## src/rtl/bank_seq.sv

```systemverilog
// Bank access sequencer: arm, write DEPTH rows, bit-reversed read sweep, optional CAM phase and second sweep.
// Optional feature macro: BANK_SEQ_CAM_EN enables the CAM and READ2 phases.
`timescale 1ns/1ps
module bank_seq #(
  parameter int WORD_W     = 8,
  parameter int ADDR_W     = 2,
  parameter int QUERY_W    = 4,
  parameter int CAM_CYCLES = 1
) (
  input  logic               clk,
  input  logic               rst_n,
  input  logic               start,
  input  logic [QUERY_W-1:0] query_in,
  input  logic [WORD_W-1:0]  wr_data,
  input  logic               wr_valid,
  output logic               wr_ready,
  output logic [WORD_W-1:0]  word,
  output logic [ADDR_W-1:0]  addr,
  output logic [QUERY_W-1:0] query,
  output logic               MAC_en,
  output logic               w_en,
  output logic               read_bar,
  output logic               CS,
  output logic               busy,
  output logic               done
);

  localparam int DEPTH = 2 ** ADDR_W;
  localparam logic [ADDR_W-1:0] LAST_ROW = ADDR_W'(DEPTH - 1);

  typedef enum logic [2:0] {IDLE, ARM, WRITE, READ1, CAM, READ2, DONE} state_t;

  generate
    if (CAM_CYCLES < 1 || CAM_CYCLES > 255) begin : g_bad_cam_cycles
      $error("bank_seq: CAM_CYCLES must be within 1..255");
    end
  endgenerate

  state_t              state_reg, state_next;
  logic [ADDR_W-1:0]   cnt_reg, cnt_next;
  logic [ADDR_W-1:0]   cnt_rev;
  logic [WORD_W-1:0]   word_reg, word_next;
  logic [ADDR_W-1:0]   addr_reg, addr_next;
  logic [QUERY_W-1:0]  query_reg, query_next;
  logic                mac_en_reg, mac_en_next;
  logic                w_en_reg, w_en_next;
  logic                read_bar_reg, read_bar_next;
  logic                cs_reg, cs_next;
  logic                done_reg, done_next;

  // Read sweep visits rows in bit-reversed counter order.
  generate
    for (genvar gi = 0; gi < ADDR_W; gi++) begin : g_rev
      assign cnt_rev[gi] = cnt_reg[ADDR_W-1-gi];
    end
  endgenerate

`ifdef BANK_SEQ_CAM_EN
  logic [QUERY_W-1:0] query_lat_reg, query_lat_next;
  logic [7:0]         cam_cnt_reg, cam_cnt_next;
  localparam logic [7:0] CAM_LAST = 8'(CAM_CYCLES - 1);
`else
  logic unused_query;
  assign unused_query = ^query_in;
`endif

  always_comb begin
    state_next    = state_reg;
    cnt_next      = cnt_reg;
    word_next     = word_reg;
    addr_next     = addr_reg;
    query_next    = '1;
    mac_en_next   = 1'b1;
    w_en_next     = 1'b0;
    read_bar_next = read_bar_reg;
    cs_next       = 1'b1;
    done_next     = 1'b0;
`ifdef BANK_SEQ_CAM_EN
    query_lat_next = query_lat_reg;
    cam_cnt_next   = cam_cnt_reg;
`endif
    case (state_reg)
      IDLE: begin
        cs_next       = 1'b0;
        addr_next     = '0;
        read_bar_next = 1'b0;
        cnt_next      = '0;
        if (start) begin
          state_next = ARM;
`ifdef BANK_SEQ_CAM_EN
          query_lat_next = query_in;
`endif
        end
      end
      ARM: begin
        cnt_next   = '0;
        state_next = WRITE;
      end
      WRITE: begin
        read_bar_next = 1'b0;
        if (wr_valid) begin
          w_en_next = 1'b1;
          word_next = wr_data;
          addr_next = cnt_reg;
          if (cnt_reg == LAST_ROW) begin
            cnt_next   = '0;
            state_next = READ1;
          end else begin
            cnt_next = cnt_reg + ADDR_W'(1);
          end
        end
      end
      READ1: begin
        addr_next     = cnt_rev;
        read_bar_next = cnt_reg[0];
        if (cnt_reg == LAST_ROW) begin
          cnt_next = '0;
`ifdef BANK_SEQ_CAM_EN
          state_next = CAM;
`else
          state_next = DONE;
`endif
        end else begin
          cnt_next = cnt_reg + ADDR_W'(1);
        end
      end
`ifdef BANK_SEQ_CAM_EN
      CAM: begin
        mac_en_next = 1'b0;
        query_next  = query_lat_reg;
        if (cam_cnt_reg == CAM_LAST) begin
          cam_cnt_next = '0;
          state_next   = READ2;
        end else begin
          cam_cnt_next = cam_cnt_reg + 8'd1;
        end
      end
      READ2: begin
        addr_next     = cnt_rev;
        read_bar_next = cnt_reg[0];
        if (cnt_reg == LAST_ROW) begin
          cnt_next   = '0;
          state_next = DONE;
        end else begin
          cnt_next = cnt_reg + ADDR_W'(1);
        end
      end
`endif
      DONE: begin
        done_next  = 1'b1;
        state_next = IDLE;
      end
      default: state_next = IDLE;
    endcase
  end

  always_ff @(posedge clk or negedge rst_n) begin
    if (!rst_n) begin
      state_reg    <= IDLE;
      cnt_reg      <= '0;
      word_reg     <= '0;
      addr_reg     <= '0;
      query_reg    <= '1;
      mac_en_reg   <= 1'b1;
      w_en_reg     <= 1'b0;
      read_bar_reg <= 1'b0;
      cs_reg       <= 1'b0;
      done_reg     <= 1'b0;
    end else begin
      state_reg    <= state_next;
      cnt_reg      <= cnt_next;
      word_reg     <= word_next;
      addr_reg     <= addr_next;
      query_reg    <= query_next;
      mac_en_reg   <= mac_en_next;
      w_en_reg     <= w_en_next;
      read_bar_reg <= read_bar_next;
      cs_reg       <= cs_next;
      done_reg     <= done_next;
    end
  end

`ifdef BANK_SEQ_CAM_EN
  always_ff @(posedge clk or negedge rst_n) begin
    if (!rst_n) begin
      query_lat_reg <= '0;
      cam_cnt_reg   <= '0;
    end else begin
      query_lat_reg <= query_lat_next;
      cam_cnt_reg   <= cam_cnt_next;
    end
  end
`endif

  // Bank-facing outputs show the command issued by the state of the previous cycle.
  assign word     = word_reg;
  assign addr     = addr_reg;
  assign query    = query_reg;
  assign MAC_en   = mac_en_reg;
  assign w_en     = w_en_reg;
  assign read_bar = read_bar_reg;
  assign CS       = cs_reg;
  assign done     = done_reg;
  assign wr_ready = (state_reg == WRITE);
  assign busy     = (state_reg != IDLE);

endmodule
```

## config.mk

```make
export PLATFORM = sky130hd
export DESIGN_NAME = bank_seq
export DESIGN_NICKNAME = d
export VERILOG_FILES = /design/src/rtl/bank_seq.sv
export SDC_FILE = /design/constraint.sdc
export NUM_CORES = 1
export LEC_CHECK = 0
export BUFFER_PORTS_ARGS = -buffer_cell sky130_fd_sc_hd__buf_4
export CAP_MARGIN = 20
export CORE_MARGIN = 2
export CORE_UTILIZATION = 45
export DETAILED_ROUTE_END_ITERATION = 8
export HOLD_SLACK_MARGIN = 0.05
export PLACE_DENSITY = 0.79
export SLEW_MARGIN = 20
export SYNTH_ARGS = -nofsm -noshare
export SYNTH_HDL_FRONTEND = slang
export SYNTH_SLANG_ARGS = --single-unit
```

## constraint.sdc

```tcl
create_clock -name clk -period 1.8 [get_ports clk]
set_input_delay 0.18 -clock clk [delete_from_list [all_inputs] [get_ports clk]]
set_output_delay 0.18 -clock clk [all_outputs]
set_load 0.01 [all_outputs]
```

Word-level counts from Yosys, hierarchy flattened --
Index checks and enable logic that the tools add are counted.
Storage, ports and cells: memories 0, memory bits (read-only) 0, latch bits 0, memory bits (writable) 0, word-level logic and storage cells 44, input port bits 16, output and inout bits 21, register bits after elaboration 19
Cells by class: muxes and demuxes 15, multiply operators 0, reductions and logical operators 11, bitwise logic cells 0, shifts and indexed selects 0, magnitude comparators 0, add/subtract/negate cells 1, equality and inequality tests 9, divide/modulo/power cells 0
Operators by type and width (number):
- $mux W3 | 4
- $pmux W2 S3 | 2
- $pmux W3 S4 | 1
- $reduce_bool A3 Y1 | 3
- $eq A3 B2 Y1 const B | 2
- $mux W2 | 3
- $ne A2 B2 Y1 const B | 3
- $reduce_and A2 Y1 | 3
- $mux W1 | 4
- $reduce_and A4 Y1 | 1
- $reduce_or A2 Y1 | 2
- $eq A3 B1 Y1 const B | 1
- $eq A3 B3 Y1 const B | 1
- $logic_not A3 Y1 | 1
- $add A2 B1 Y2 const B | 1
- $eq A2 B2 Y1 const B | 1
- $ne A2 B1 Y1 const B | 1
- $pmux W1 S2 | 1
- $reduce_bool A2 Y1 | 1

Depth between registers and ports, before layout --
Gate-level depths: netlist of the first run.
depth in word-level cells 4, mapped depth 5, gate-level depth less buffers 3

Least setup slack after synthesis of the first run --
Ideal clock, no wire load.
kind reg-to-reg, from reg state_reg[2], to reg word_reg[0], in the netlist word[0], slack 0.390 ns, data required time 1.675 ns, cell stages (with the launch flop) 6, path buffers 2, setup time 0.125 ns, clock period less this slack 1.410 ns, arrival 1.286 ns, cells stage by stage dfrtp_1 > buf_6 > nand2b_4 > nor3b_2 > buf_6 > mux2_2
On the way: longest elaborated chain between the ends 2
Ends and longest elaborated chain:
- start, declared | RTL line 39 | state_t state_reg, state_next;
- start signal, assigned | RTL line 170 | state_reg <= state_next;
- $eq A3 B2 Y1 | RTL line 82 | case (state_reg)
- $reduce_and A2 Y1 (no source line)
- end signal, assigned | RTL line 172 | word_reg <= word_next;
- end, declared | RTL line 42 | logic [WORD_W-1:0] word_reg, word_next;
No other way between the ends. A chain may end at the register's enable or synchronous reset.

Final worst setup path of the first run --
from reg state_reg[0], to out busy
On the way: longest elaborated chain between the ends 1
Ends and longest elaborated chain:
- $reduce_bool A3 Y1 | RTL line 205 | assign busy = (state_reg != IDLE);
- end, declared | RTL line 24 | output logic busy,
No other way between the ends.

==> results of run 1 <==
## layer usage
metal / vias to the layer above / track usage, %
li1: 296 / -
met1: 305 / 17.92
met2: 24 / 25.34
met3: 2 / 4.321
met4: 0 / 7.143
met5: - / 0
## per-stage QoR
stage / worst slack (ns) / area (µm²)
after CTS: 0.08615 / 1126
after detailed placement: 0.2918 / 1090
after global routing: 0.01185 / 1126
after floorplan: 0.3897 / 910.9
final: 0.1159 / 1126
after global placement: 0.3157 / 1090
## final timing paths
check                                           end  slack (ns)  cells after the start
worst min register to register  word[1]$_DFFE_PN0P_        0.52                      1
min in group asynchronous       addr[0]$_DFFE_PN0P_        0.29                      2
worst min-delay path            word[4]$_DFFE_PN0P_        0.12                      2
max in group asynchronous       word[6]$_DFFE_PN0P_        1.31                      2
worst max register to register  word[3]$_DFFE_PN0P_        0.29                      4
worst max-delay path                           busy        0.12                      2
## Yosys cell counts (2+ instances only)
master,n
sky130_fd_sc_hd__mux2_2,10
sky130_fd_sc_hd__nor2_1,7
sky130_fd_sc_hd__buf_6,2
sky130_fd_sc_hd__nor3b_1,2
sky130_fd_sc_hd__a31oi_1,2
sky130_fd_sc_hd__buf_4,6
sky130_fd_sc_hd__nand2_1,2
sky130_fd_sc_hd__inv_1,3
sky130_fd_sc_hd__dfrtp_1,19
sky130_fd_sc_hd__mux2i_1,2
## logic make-up after synthesis
kind of cell / share of synthesized area, %
buffers and inverters: 9.356
AOI/OAI and AO/OA: 7.822
other: 0.4186
muxes: 14.80
adders and majority gates: 1.396
DFF: 53.07
and+or+nand+nor: 13.13
## cell usage in the layout, fill, tap and decap left out, types with 2 or more instances in the layout
cell type                  count
sky130_fd_sc_hd__conb_1        5
sky130_fd_sc_hd__nand2_1       2
sky130_fd_sc_hd__clkbuf_4      3
sky130_fd_sc_hd__inv_1         3
sky130_fd_sc_hd__nor2_1        7
sky130_fd_sc_hd__dfrtp_1      19
sky130_fd_sc_hd__nor3b_1       2
sky130_fd_sc_hd__mux2i_1       2
sky130_fd_sc_hd__buf_4        29
sky130_fd_sc_hd__mux2_2       10
sky130_fd_sc_hd__a31oi_1       2
## layout make-up
type	instances	area, µm²	share of cell area [%]
clock buffer	4	26.28	2.333
inverter	3	11.26	1.000
multi-input combinational	45	351.6	31.22
timing repair buffer	30	227.7	20.22
sequential	19	475.5	42.22
tap	27	33.78	3.000
## power groups by stage
stage          Combinational [mW]  Sequential, mW  Clock, mW
5_1_grt                     0.860           0.792      0.239
4_1_cts                     0.801           0.760      0.221
3_5_place_dp                0.800           0.768          0
3_3_place_gp                0.775           0.757          0
2_1_floorplan               0.453           0.790          0
6_report                    0.787           0.759      0.204
==> flow_results.xml, run 1 <==
<?xml version="1.0" encoding="UTF-8"?>
<metrics>
  <group name="status">
    <metric name="status" unit="">finished clean</metric>
  </group>
  <group name="clocking">
    <metric name="post_cts_resize_count" unit="">0</metric>
    <metric name="clk_path_buf_depth" unit="">2</metric>
    <metric name="ctsHtreeMaxLevel" unit="">1</metric>
    <metric name="clk_pin_slew_worst_paths" unit="ns">0.10</metric>
    <metric name="clock_tree_root_driver_cell" unit="">sky130_fd_sc_hd__clkbuf_4</metric>
    <metric name="clkLatencyLatePin" unit="ns">0.29</metric>
    <metric name="tritoncts" unit="">yes</metric>
    <metric name="clock_sinks" unit="">19</metric>
    <metric name="cts.repair_timing.setup_buffer_count" unit="">0</metric>
    <metric name="cts_made_buffers" unit="">3</metric>
    <metric name="hold_buffers" unit="">1</metric>
  </group>
  <group name="setup_path">
    <metric name="critical_path_class" unit="">flop to primary output</metric>
    <metric name="worst_ep_required_time" unit="ns">1.62</metric>
    <metric name="worst-path-max-fanout" unit="">15</metric>
    <metric name="critical_path_buf_inv_count" unit="">1</metric>
    <metric name="worstPathArrival" unit="ns">1.50</metric>
    <metric name="cp_top_family" unit="">flip-flops</metric>
    <metric name="cell_chain_critical_path" unit="">or3_2 -&gt; buf_4</metric>
    <metric name="slowest_stage" unit="">sky130_fd_sc_hd__dfrtp_1</metric>
    <metric name="critPathLaunch" unit="">state_reg[0]$_DFFE_PN0P_</metric>
    <metric name="critPathMaxStageDelay" unit="ns">0.57</metric>
    <metric name="worst_setup_path_start_kind" unit="">flop</metric>
    <metric name="critical_path.reg2reg.startpoint" unit="">state_reg[1]$_DFFE_PN0P_</metric>
    <metric name="endpoint_kind" unit="">primary output</metric>
  </group>
  <group name="layout">
    <metric name="largest_register_ffs" unit="">8</metric>
    <metric name="synthToLayoutAreaGrowth" unit="%">25.70</metric>
    <metric name="num-fill-cells" unit="">179</metric>
    <metric name="final_non_filler_cells" unit="">128</metric>
    <metric name="finalNetCount" unit="">119</metric>
    <metric name="finalCoreUtilization" unit="%">58.59</metric>
    <metric name="antenna_cells" unit="">0</metric>
    <metric name="post_route_cells_drive_above_1_share" unit="%">48.51</metric>
  </group>
  <group name="drt">
    <metric name="vias" unit="">627</metric>
    <metric name="m1WireLength" unit="µm">616</metric>
    <metric name="dr.max_layer_used" unit="">met4</metric>
    <metric name="residual_antenna_violating_net_count_after_detailed_routing" unit="">0</metric>
    <metric name="vias_per_cell" unit="">4.898</metric>
    <metric name="wl_per_cell" unit="µm">11.98</metric>
    <metric name="drt_pass1_iterations" unit="">4</metric>
    <metric name="route.met2.wl" unit="µm">783</metric>
    <metric name="initialDrtViolationCount" unit="">5</metric>
    <metric name="remaining_drcs" unit="">0</metric>
    <metric name="detail_route.wirelength" unit="µm">1534</metric>
    <metric name="met3RoutedLength" unit="µm">125</metric>
  </group>
  <group name="place">
    <metric name="dpl.cell_count" unit="">123</metric>
    <metric name="detailedPlacementHpwl" unit="µm">1150</metric>
    <metric name="io_buffer_count" unit="">27</metric>
    <metric name="gp_congestion" unit="">0.7744</metric>
  </group>
  <group name="timing">
    <metric name="tns" unit="ns">0</metric>
    <metric name="post_layout_min_period" unit="ns">1.684</metric>
    <metric name="whs" unit="ns">0.1175</metric>
    <metric name="hold_viol_final" unit="">0</metric>
    <metric name="setup_viol" unit="">0</metric>
    <metric name="max_transition_viols_final" unit="">0</metric>
    <metric name="fmaxAchievable" unit="MHz">593.8</metric>
    <metric name="grt_setup_unrepaired" unit="">no</metric>
    <metric name="final.setup_skew" unit="ns">0.007963</metric>
    <metric name="finalCritPeriodShare" unit="%">93.56</metric>
  </group>
  <group name="grt">
    <metric name="grt_overflow" unit="">0</metric>
    <metric name="antenna_found_initial" unit="">0</metric>
    <metric name="gr-usage-all-layers" unit="%">15.15</metric>
    <metric name="first_global_vias" unit="">596</metric>
    <metric name="grt_pass1_wl" unit="µm">2766</metric>
    <metric name="grt_max_degree" unit="">20</metric>
  </group>
  <group name="die">
    <metric name="floorplan.io_pins" unit="">37</metric>
    <metric name="dieArea" unit="µm²">2364</metric>
    <metric name="die_h" unit="µm">48.62</metric>
    <metric name="die_width" unit="µm">48.62</metric>
    <metric name="floorplan.core_area" unit="µm²">1922</metric>
    <metric name="num_rows" unit="">16</metric>
    <metric name="initial_utilization" unit="%">46.61</metric>
  </group>
  <group name="synth">
    <metric name="synthFlopType" unit="">sky130_fd_sc_hd__dfrtp_1</metric>
    <metric name="synth_area_leader_cell" unit="">sky130_fd_sc_hd__dfrtp_1</metric>
    <metric name="synth_seq_cells" unit="">19</metric>
    <metric name="netlist_top_cells_area" unit="">sky130_fd_sc_hd__dfrtp_1 53%, sky130_fd_sc_hd__mux2_2 13%, sky130_fd_sc_hd__buf_4 5.0%</metric>
    <metric name="synth.avg_cell_area" unit="µm²">12.44</metric>
    <metric name="synth_cell_types" unit="">27</metric>
    <metric name="post_synthesis_cell_count" unit="">72</metric>
    <metric name="yosysWarnings" unit="">0</metric>
    <metric name="number_of_enable_flip_flop_cells_after_synthesis" unit="">0</metric>
    <metric name="synth.cell_area" unit="µm²">895.9</metric>
    <metric name="post-synth-top-area-fraction" unit="%">53.07</metric>
    <metric name="yosysSeqAreaShare" unit="%">53.07</metric>
    <metric name="postSynth.asyncResetShare" unit="%">100.0</metric>
  </group>
  <group name="power">
    <metric name="power.net_switching" unit="mW">0.5925</metric>
    <metric name="seq_power_share" unit="%">43.4</metric>
    <metric name="cellInternalPower" unit="mW">1.157</metric>
    <metric name="comb_power_share" unit="%">45.0</metric>
    <metric name="peakVddDrop" unit="mV">0.7766</metric>
    <metric name="power.share.clock" unit="%">11.7</metric>
    <metric name="power.total" unit="mW">1.750</metric>
    <metric name="p_leak" unit="nW">0.5426</metric>
    <metric name="switching_share" unit="%">33.86</metric>
    <metric name="powerDensity" unit="nW/µm²">1554</metric>
  </group>
  <group name="run">
    <metric name="max_cap_violations" unit="">0</metric>
  </group>
  <group name="hold_path">
    <metric name="class_of_the_worst_hold_path" unit="">input port to flop</metric>
    <metric name="hp-start" unit="">wr_data[4]</metric>
  </group>
</metrics>
No activity file was read; power rests on OpenSTA's default activity.
==> run 2, diff against run 1 <==
Settings changed: CORE_UTILIZATION 45 to 35, GPL_TIMING_DRIVEN set to 0, PLACE_DENSITY 0.79 to 0.64.
==> flow_results.xml, run 2 (synthesis gave the netlist of run 1 again) <==
<?xml version="1.0" encoding="UTF-8"?>
<metrics>
  <group name="status">
    <metric name="status" unit="">finished clean</metric>
  </group>
  <group name="die">
    <metric name="floorplan.core_area" unit="µm²">2455</metric>
    <metric name="dieArea" unit="µm²">2980</metric>
    <metric name="die_width" unit="µm">54.59</metric>
    <metric name="floorplan.io_pins" unit="">37</metric>
    <metric name="initial_utilization" unit="%">36.49</metric>
    <metric name="die_h" unit="µm">54.59</metric>
    <metric name="num_rows" unit="">18</metric>
  </group>
  <group name="setup_path">
    <metric name="slowest_stage" unit="">sky130_fd_sc_hd__dfrtp_2</metric>
    <metric name="worst_ep_required_time" unit="ns">1.62</metric>
    <metric name="critical_path_buf_inv_count" unit="">2</metric>
    <metric name="worst_setup_path_start_kind" unit="">flop</metric>
    <metric name="cell_chain_critical_path" unit="">buf_2 -&gt; or3_2 -&gt; buf_4</metric>
    <metric name="critPathMaxStageDelay" unit="ns">0.46</metric>
    <metric name="worstPathArrival" unit="ns">1.53</metric>
    <metric name="endpoint_kind" unit="">primary output</metric>
    <metric name="worst-path-max-fanout" unit="">10</metric>
    <metric name="critical_path_class" unit="">flop to primary output</metric>
    <metric name="regToRegSetupSlack" unit="ns">0.31</metric>
    <metric name="cp_top_family" unit="">flip-flops</metric>
  </group>
  <group name="timing">
    <metric name="grt_setup_unrepaired" unit="">no</metric>
    <metric name="final.setup_skew" unit="ns">0.003842</metric>
    <metric name="max_transition_viols_final" unit="">0</metric>
    <metric name="setup_viol" unit="">0</metric>
    <metric name="whs" unit="ns">0.1200</metric>
    <metric name="tns" unit="ns">0</metric>
    <metric name="finalCritPeriodShare" unit="%">95.15</metric>
    <metric name="hold_viol_final" unit="">0</metric>
    <metric name="post_layout_min_period" unit="ns">1.713</metric>
    <metric name="postLayoutSetupSlackWorst" unit="ns">0.08737</metric>
    <metric name="fmaxAchievable" unit="MHz">583.9</metric>
  </group>
  <group name="clocking">
    <metric name="clock_sinks" unit="">19</metric>
    <metric name="clock_tree_root_driver_cell" unit="">sky130_fd_sc_hd__clkbuf_4</metric>
    <metric name="ctsHtreeMaxLevel" unit="">1</metric>
    <metric name="clk_path_buf_depth" unit="">2</metric>
    <metric name="clk_pin_slew_worst_paths" unit="ns">0.10</metric>
    <metric name="tritoncts" unit="">yes</metric>
    <metric name="clkLatencyLatePin" unit="ns">0.29</metric>
    <metric name="cts.repair_timing.setup_buffer_count" unit="">0</metric>
    <metric name="cts_made_buffers" unit="">3</metric>
  </group>
  <group name="grt">
    <metric name="antenna_found_initial" unit="">0</metric>
    <metric name="grt_overflow" unit="">0</metric>
    <metric name="gr-usage-all-layers" unit="%">11.79</metric>
    <metric name="first_global_vias" unit="">598</metric>
    <metric name="grt_max_degree" unit="">20</metric>
    <metric name="grt_pass1_wl" unit="µm">2428</metric>
  </group>
  <group name="drt">
    <metric name="remaining_drcs" unit="">0</metric>
    <metric name="initialDrtViolationCount" unit="">5</metric>
    <metric name="detail_route.wirelength" unit="µm">1480</metric>
    <metric name="drt_pass1_iterations" unit="">4</metric>
    <metric name="vias_per_cell" unit="">4.514</metric>
    <metric name="residual_antenna_violating_net_count_after_detailed_routing" unit="">0</metric>
    <metric name="vias" unit="">623</metric>
    <metric name="wl_per_cell" unit="µm">10.72</metric>
  </group>
  <group name="place">
    <metric name="io_buffer_count" unit="">27</metric>
    <metric name="gp_congestion" unit="">0.7799</metric>
    <metric name="pre_cts_slack" unit="ns">0.3137</metric>
    <metric name="detailedPlacementHpwl" unit="µm">1162</metric>
  </group>
  <group name="power">
    <metric name="power.total" unit="mW">1.780</metric>
    <metric name="p_leak" unit="nW">0.5729</metric>
    <metric name="peakVddDrop" unit="mV">0.9299</metric>
    <metric name="powerDensity" unit="nW/µm²">1498</metric>
  </group>
  <group name="layout">
    <metric name="antenna_cells" unit="">0</metric>
    <metric name="mostFrequentLayoutCells" unit="">33 x sky130_fd_sc_hd__buf_4, 18 x sky130_fd_sc_hd__dfrtp_1, 10 x sky130_fd_sc_hd__mux2_2</metric>
    <metric name="synthToLayoutAreaGrowth" unit="%">32.68</metric>
    <metric name="largest_register_ffs" unit="">8</metric>
    <metric name="finalNetCount" unit="">126</metric>
    <metric name="post_route_cells_drive_above_1_share" unit="%">52.78</metric>
    <metric name="mostFrequentLayoutCell" unit="">sky130_fd_sc_hd__buf_4</metric>
  </group>
  <group name="hold_path">
    <metric name="class_of_the_worst_hold_path" unit="">input port to flop</metric>
  </group>
  <group name="run">
    <metric name="max_cap_violations" unit="">0</metric>
  </group>
</metrics>
run 2: path summary, 6_finish.rpt:
path                                          startpoint                        to  cells past startpoint
worst max-delay path            state_reg[0]$_DFFE_PN0P_                      busy                      3
worst min-delay path                          wr_data[5]       word[5]$_DFFE_PN0P_                      2
worst max register to register  state_reg[2]$_DFFE_PN0P_       word[0]$_DFFE_PN0P_                      5
worst min register to register       word[3]$_DFFE_PN0P_       word[3]$_DFFE_PN0P_                      1
max in group asynchronous                          rst_n  state_reg[0]$_DFFE_PN0P_                      2
min in group asynchronous                          rst_n       word[2]$_DFFE_PN0P_                      2
run 2: worst register-to-register path: cells and delay by family, from the launching register on:
kind	cells	cell delay, ns
multiplexers	1	0.34
AND/OR/NAND/NOR	2	0.36
buffers and inverters	2	0.30
flip-flops	1	0.38
run 2: layout make-up:
type                       instances  area, µm²
buffer                             9      72.57
fill                             233       1266
timing repair buffer              28      212.7
inverter                           3      11.26
multi-input combinational         45      351.6
sequential                        19      476.7
tap                               30      37.54
clock buffer                       4      26.28
run 2: power by group:
part	internal [mW]	total, mW	leakage [nW]	switching, mW
sequential	0.609	0.724	0.227	0.115
combinational	0.490	0.850	0.331	0.360
clock	0.0860	0.206	0.0150	0.120
run 2: layer usage:
| metal | GRT usage (%) | wire length [µm] |
|---|---|---|
| met3 | 2.459 | 122 |
| met2 | 20.83 | 708 |
| met5 | 0 | 0 |
| met4 | 6.250 | 10 |
| met1 | 13.08 | 639 |
run 2: timing repair:
item,4_1_cts,5_1_grt
hold endpoints to repair,19,0
resized for setup,0,1
hold buffers,1,0
setup endpoints to repair,0,1
run 2: through the flow:
stage	cell area, µm²	cells	utilization (%)
2_1_floorplan	910.9	76	-
3_3_place_gp	1151	133	46.89
3_5_place_dp	1151	133	46.89
4_1_cts	1187	138	48.37
5_1_grt	1189	138	48.42
6_report	1189	138	48.42
==> run 3, diff against run 2 <==
Settings changed: PLACE_DENSITY 0.64 to not set, PLACE_DENSITY_LB_ADDON set to 0.05.
==> flow_results.xml, run 3 (synthesis gave the netlist of run 1 again) <==
<?xml version="1.0" encoding="UTF-8"?>
<metrics>
  <group name="place">
    <metric name="gp_congestion" unit="">0.7137</metric>
    <metric name="detailedPlacementHpwl" unit="µm">1176</metric>
    <metric name="io_buffer_count" unit="">27</metric>
    <metric name="dpl.cell_count" unit="">133</metric>
  </group>
  <group name="power">
    <metric name="powerDensity" unit="nW/µm²">1503</metric>
    <metric name="peakVddDrop" unit="mV">0.7155</metric>
    <metric name="p_leak" unit="nW">0.5729</metric>
  </group>
  <group name="layout">
    <metric name="mostFrequentLayoutCells" unit="">33 x sky130_fd_sc_hd__buf_4, 18 x sky130_fd_sc_hd__dfrtp_1, 10 x sky130_fd_sc_hd__mux2_2</metric>
    <metric name="post_route_cells_drive_above_1_share" unit="%">52.78</metric>
    <metric name="num-fill-cells" unit="">247</metric>
    <metric name="multiInputGateArea" unit="µm²">351.6</metric>
    <metric name="largest_register_ffs" unit="">8</metric>
    <metric name="layout.area.seq" unit="µm²">476.7</metric>
    <metric name="mostFrequentLayoutCell" unit="">sky130_fd_sc_hd__buf_4</metric>
    <metric name="finalNetCount" unit="">126</metric>
    <metric name="synthToLayoutAreaGrowth" unit="%">32.68</metric>
    <metric name="antenna_cells" unit="">0</metric>
    <metric name="final_non_filler_cells" unit="">138</metric>
    <metric name="finalCoreUtilization" unit="%">48.42</metric>
  </group>
  <group name="setup_path">
    <metric name="timing.critical_path.depth" unit="">3</metric>
    <metric name="critPathLaunch" unit="">state_reg[0]$_DFFE_PN0P_</metric>
    <metric name="cp_top_family" unit="">flip-flops</metric>
    <metric name="worstPathArrival" unit="ns">1.54</metric>
    <metric name="critPathMaxStageDelay" unit="ns">0.46</metric>
    <metric name="critical_path_class" unit="">flop to primary output</metric>
    <metric name="endpoint_kind" unit="">primary output</metric>
    <metric name="worst_setup_path_start_kind" unit="">flop</metric>
    <metric name="worst_ep_required_time" unit="ns">1.62</metric>
    <metric name="worst-r2r-cell-count" unit="">5</metric>
    <metric name="critical_path_buf_inv_count" unit="">2</metric>
    <metric name="worst-path-max-fanout" unit="">10</metric>
    <metric name="critical_path.reg2reg.startpoint" unit="">state_reg[2]$_DFFE_PN0P_</metric>
    <metric name="regToRegSetupSlack" unit="ns">0.30</metric>
    <metric name="cell_chain_critical_path" unit="">buf_2 -&gt; or3_2 -&gt; buf_4</metric>
    <metric name="slowest_stage" unit="">sky130_fd_sc_hd__dfrtp_2</metric>
  </group>
  <group name="clocking">
    <metric name="clk_pin_slew_worst_paths" unit="ns">0.10</metric>
    <metric name="cts_made_buffers" unit="">3</metric>
    <metric name="tritoncts" unit="">yes</metric>
    <metric name="cts.repair_timing.setup_buffer_count" unit="">0</metric>
    <metric name="clock_tree_root_driver_cell" unit="">sky130_fd_sc_hd__clkbuf_4</metric>
    <metric name="clk_path_buf_depth" unit="">2</metric>
    <metric name="ctsHtreeMaxLevel" unit="">1</metric>
    <metric name="clock_sinks" unit="">19</metric>
    <metric name="clkLatencyLatePin" unit="ns">0.29</metric>
  </group>
  <group name="grt">
    <metric name="grt_pass1_wl" unit="µm">2484</metric>
    <metric name="gr-usage-all-layers" unit="%">12.61</metric>
    <metric name="first_global_vias" unit="">593</metric>
    <metric name="grt_overflow" unit="">0</metric>
    <metric name="grt_max_degree" unit="">20</metric>
    <metric name="antenna_found_initial" unit="">0</metric>
  </group>
  <group name="drt">
    <metric name="remaining_drcs" unit="">0</metric>
    <metric name="vias_per_cell" unit="">4.652</metric>
    <metric name="initialDrtViolationCount" unit="">7</metric>
    <metric name="wl_per_cell" unit="µm">11.62</metric>
    <metric name="residual_antenna_violating_net_count_after_detailed_routing" unit="">0</metric>
    <metric name="vias" unit="">642</metric>
    <metric name="detail_route.wirelength" unit="µm">1603</metric>
    <metric name="drt_pass1_iterations" unit="">4</metric>
  </group>
  <group name="die">
    <metric name="num_rows" unit="">18</metric>
    <metric name="floorplan.core_area" unit="µm²">2455</metric>
    <metric name="die_h" unit="µm">54.59</metric>
    <metric name="die_width" unit="µm">54.59</metric>
    <metric name="floorplan.io_pins" unit="">37</metric>
    <metric name="initial_utilization" unit="%">36.49</metric>
    <metric name="dieArea" unit="µm²">2980</metric>
  </group>
  <group name="timing">
    <metric name="max_transition_viols_final" unit="">0</metric>
    <metric name="final.setup_skew" unit="ns">0.004036</metric>
    <metric name="hold_viol_final" unit="">0</metric>
    <metric name="post_layout_min_period" unit="ns">1.718</metric>
    <metric name="tns" unit="ns">0</metric>
    <metric name="finalCritPeriodShare" unit="%">95.42</metric>
    <metric name="setup_viol" unit="">0</metric>
    <metric name="whs" unit="ns">0.1128</metric>
    <metric name="grt_setup_unrepaired" unit="">no</metric>
    <metric name="fmaxAchievable" unit="MHz">582.2</metric>
  </group>
  <group name="run">
    <metric name="max_cap_violations" unit="">0</metric>
  </group>
  <group name="hold_path">
    <metric name="whs_path_depth" unit="">2</metric>
    <metric name="class_of_the_worst_hold_path" unit="">input port to flop</metric>
    <metric name="hp-start" unit="">wr_data[0]</metric>
  </group>
  <group name="status">
    <metric name="status" unit="">finished clean</metric>
  </group>
</metrics>
==> run 3: cell counts in the layout (fill, tap and decap cells not counted) <==
Identical to the previous run, type by type.
==> run 3: final cells by class <==
cell class                      instances  share of cell area [%]
Sequential cell                        19                   40.11
Multi-Input combinational cell         45                   29.58
Inverter                                3                  0.9474
Clock buffer                            4                   2.211
Tap cell                               30                   3.158
Timing Repair Buffer                   28                   17.89
Buffer                                  9                   6.105
==> run 3: worst paths after layout <==
check | endpoint
max in group asynchronous | state_reg[0]$_DFFE_PN0P_
worst min-delay path | word[0]$_DFFE_PN0P_
worst max register to register | word[6]$_DFFE_PN0P_
worst max-delay path | busy
worst min register to register | word[4]$_DFFE_PN0P_
min in group asynchronous | word[5]$_DFFE_PN0P_
==> run 3: power breakdown <==
part / total (mW) / switching (mW) / internal, mW
Combinational: 0.852 / 0.361 / 0.491
Sequential: 0.723 / 0.114 / 0.609
Clock: 0.211 / 0.125 / 0.0862
==> run 3: metrics by stage <==
step	setup WS [ns]	area [µm²]	total power, mW
2_1_floorplan	0.3897	910.9	1.242
3_3_place_gp	0.3175	1151	1.577
3_5_place_dp	0.2964	1151	1.607
4_1_cts	0.05115	1187	1.821
5_1_grt	0.007570	1189	1.943
6_report	0.08242	1189	1.786
==> run 3: worst reg2reg max path, stage by stage, from the launching register on <==
cell and delay, ns:
sky130_fd_sc_hd__dfrtp_1 0.39, sky130_fd_sc_hd__buf_6 0.14, sky130_fd_sc_hd__nand2b_4 0.16, sky130_fd_sc_hd__nor3b_2 0.20, sky130_fd_sc_hd__buf_6 0.16, sky130_fd_sc_hd__mux2_2 0.34
==> run 3: layer usage <==
| metal | share of wire (%) | vias to the layer above | global-route usage, % |
|---|---|---|---|
| met2 | 51 | 25 | 20.63 |
| met1 | 40 | 302 | 13.64 |
| met4 | 3.3 | 0 | 11.25 |
| met5 | 0 | - | 0 |
| met3 | 6.3 | 4 | 2.459 |
| li1 | - | 311 | - |
==> run 3: repair_timing <==
action | 4_1_cts | 5_1_grt
endpoints found under the hold margin | 19 | 0
endpoints found under the setup margin | 0 | 1
resized for setup | 0 | 1
hold buffers | 1 | 0
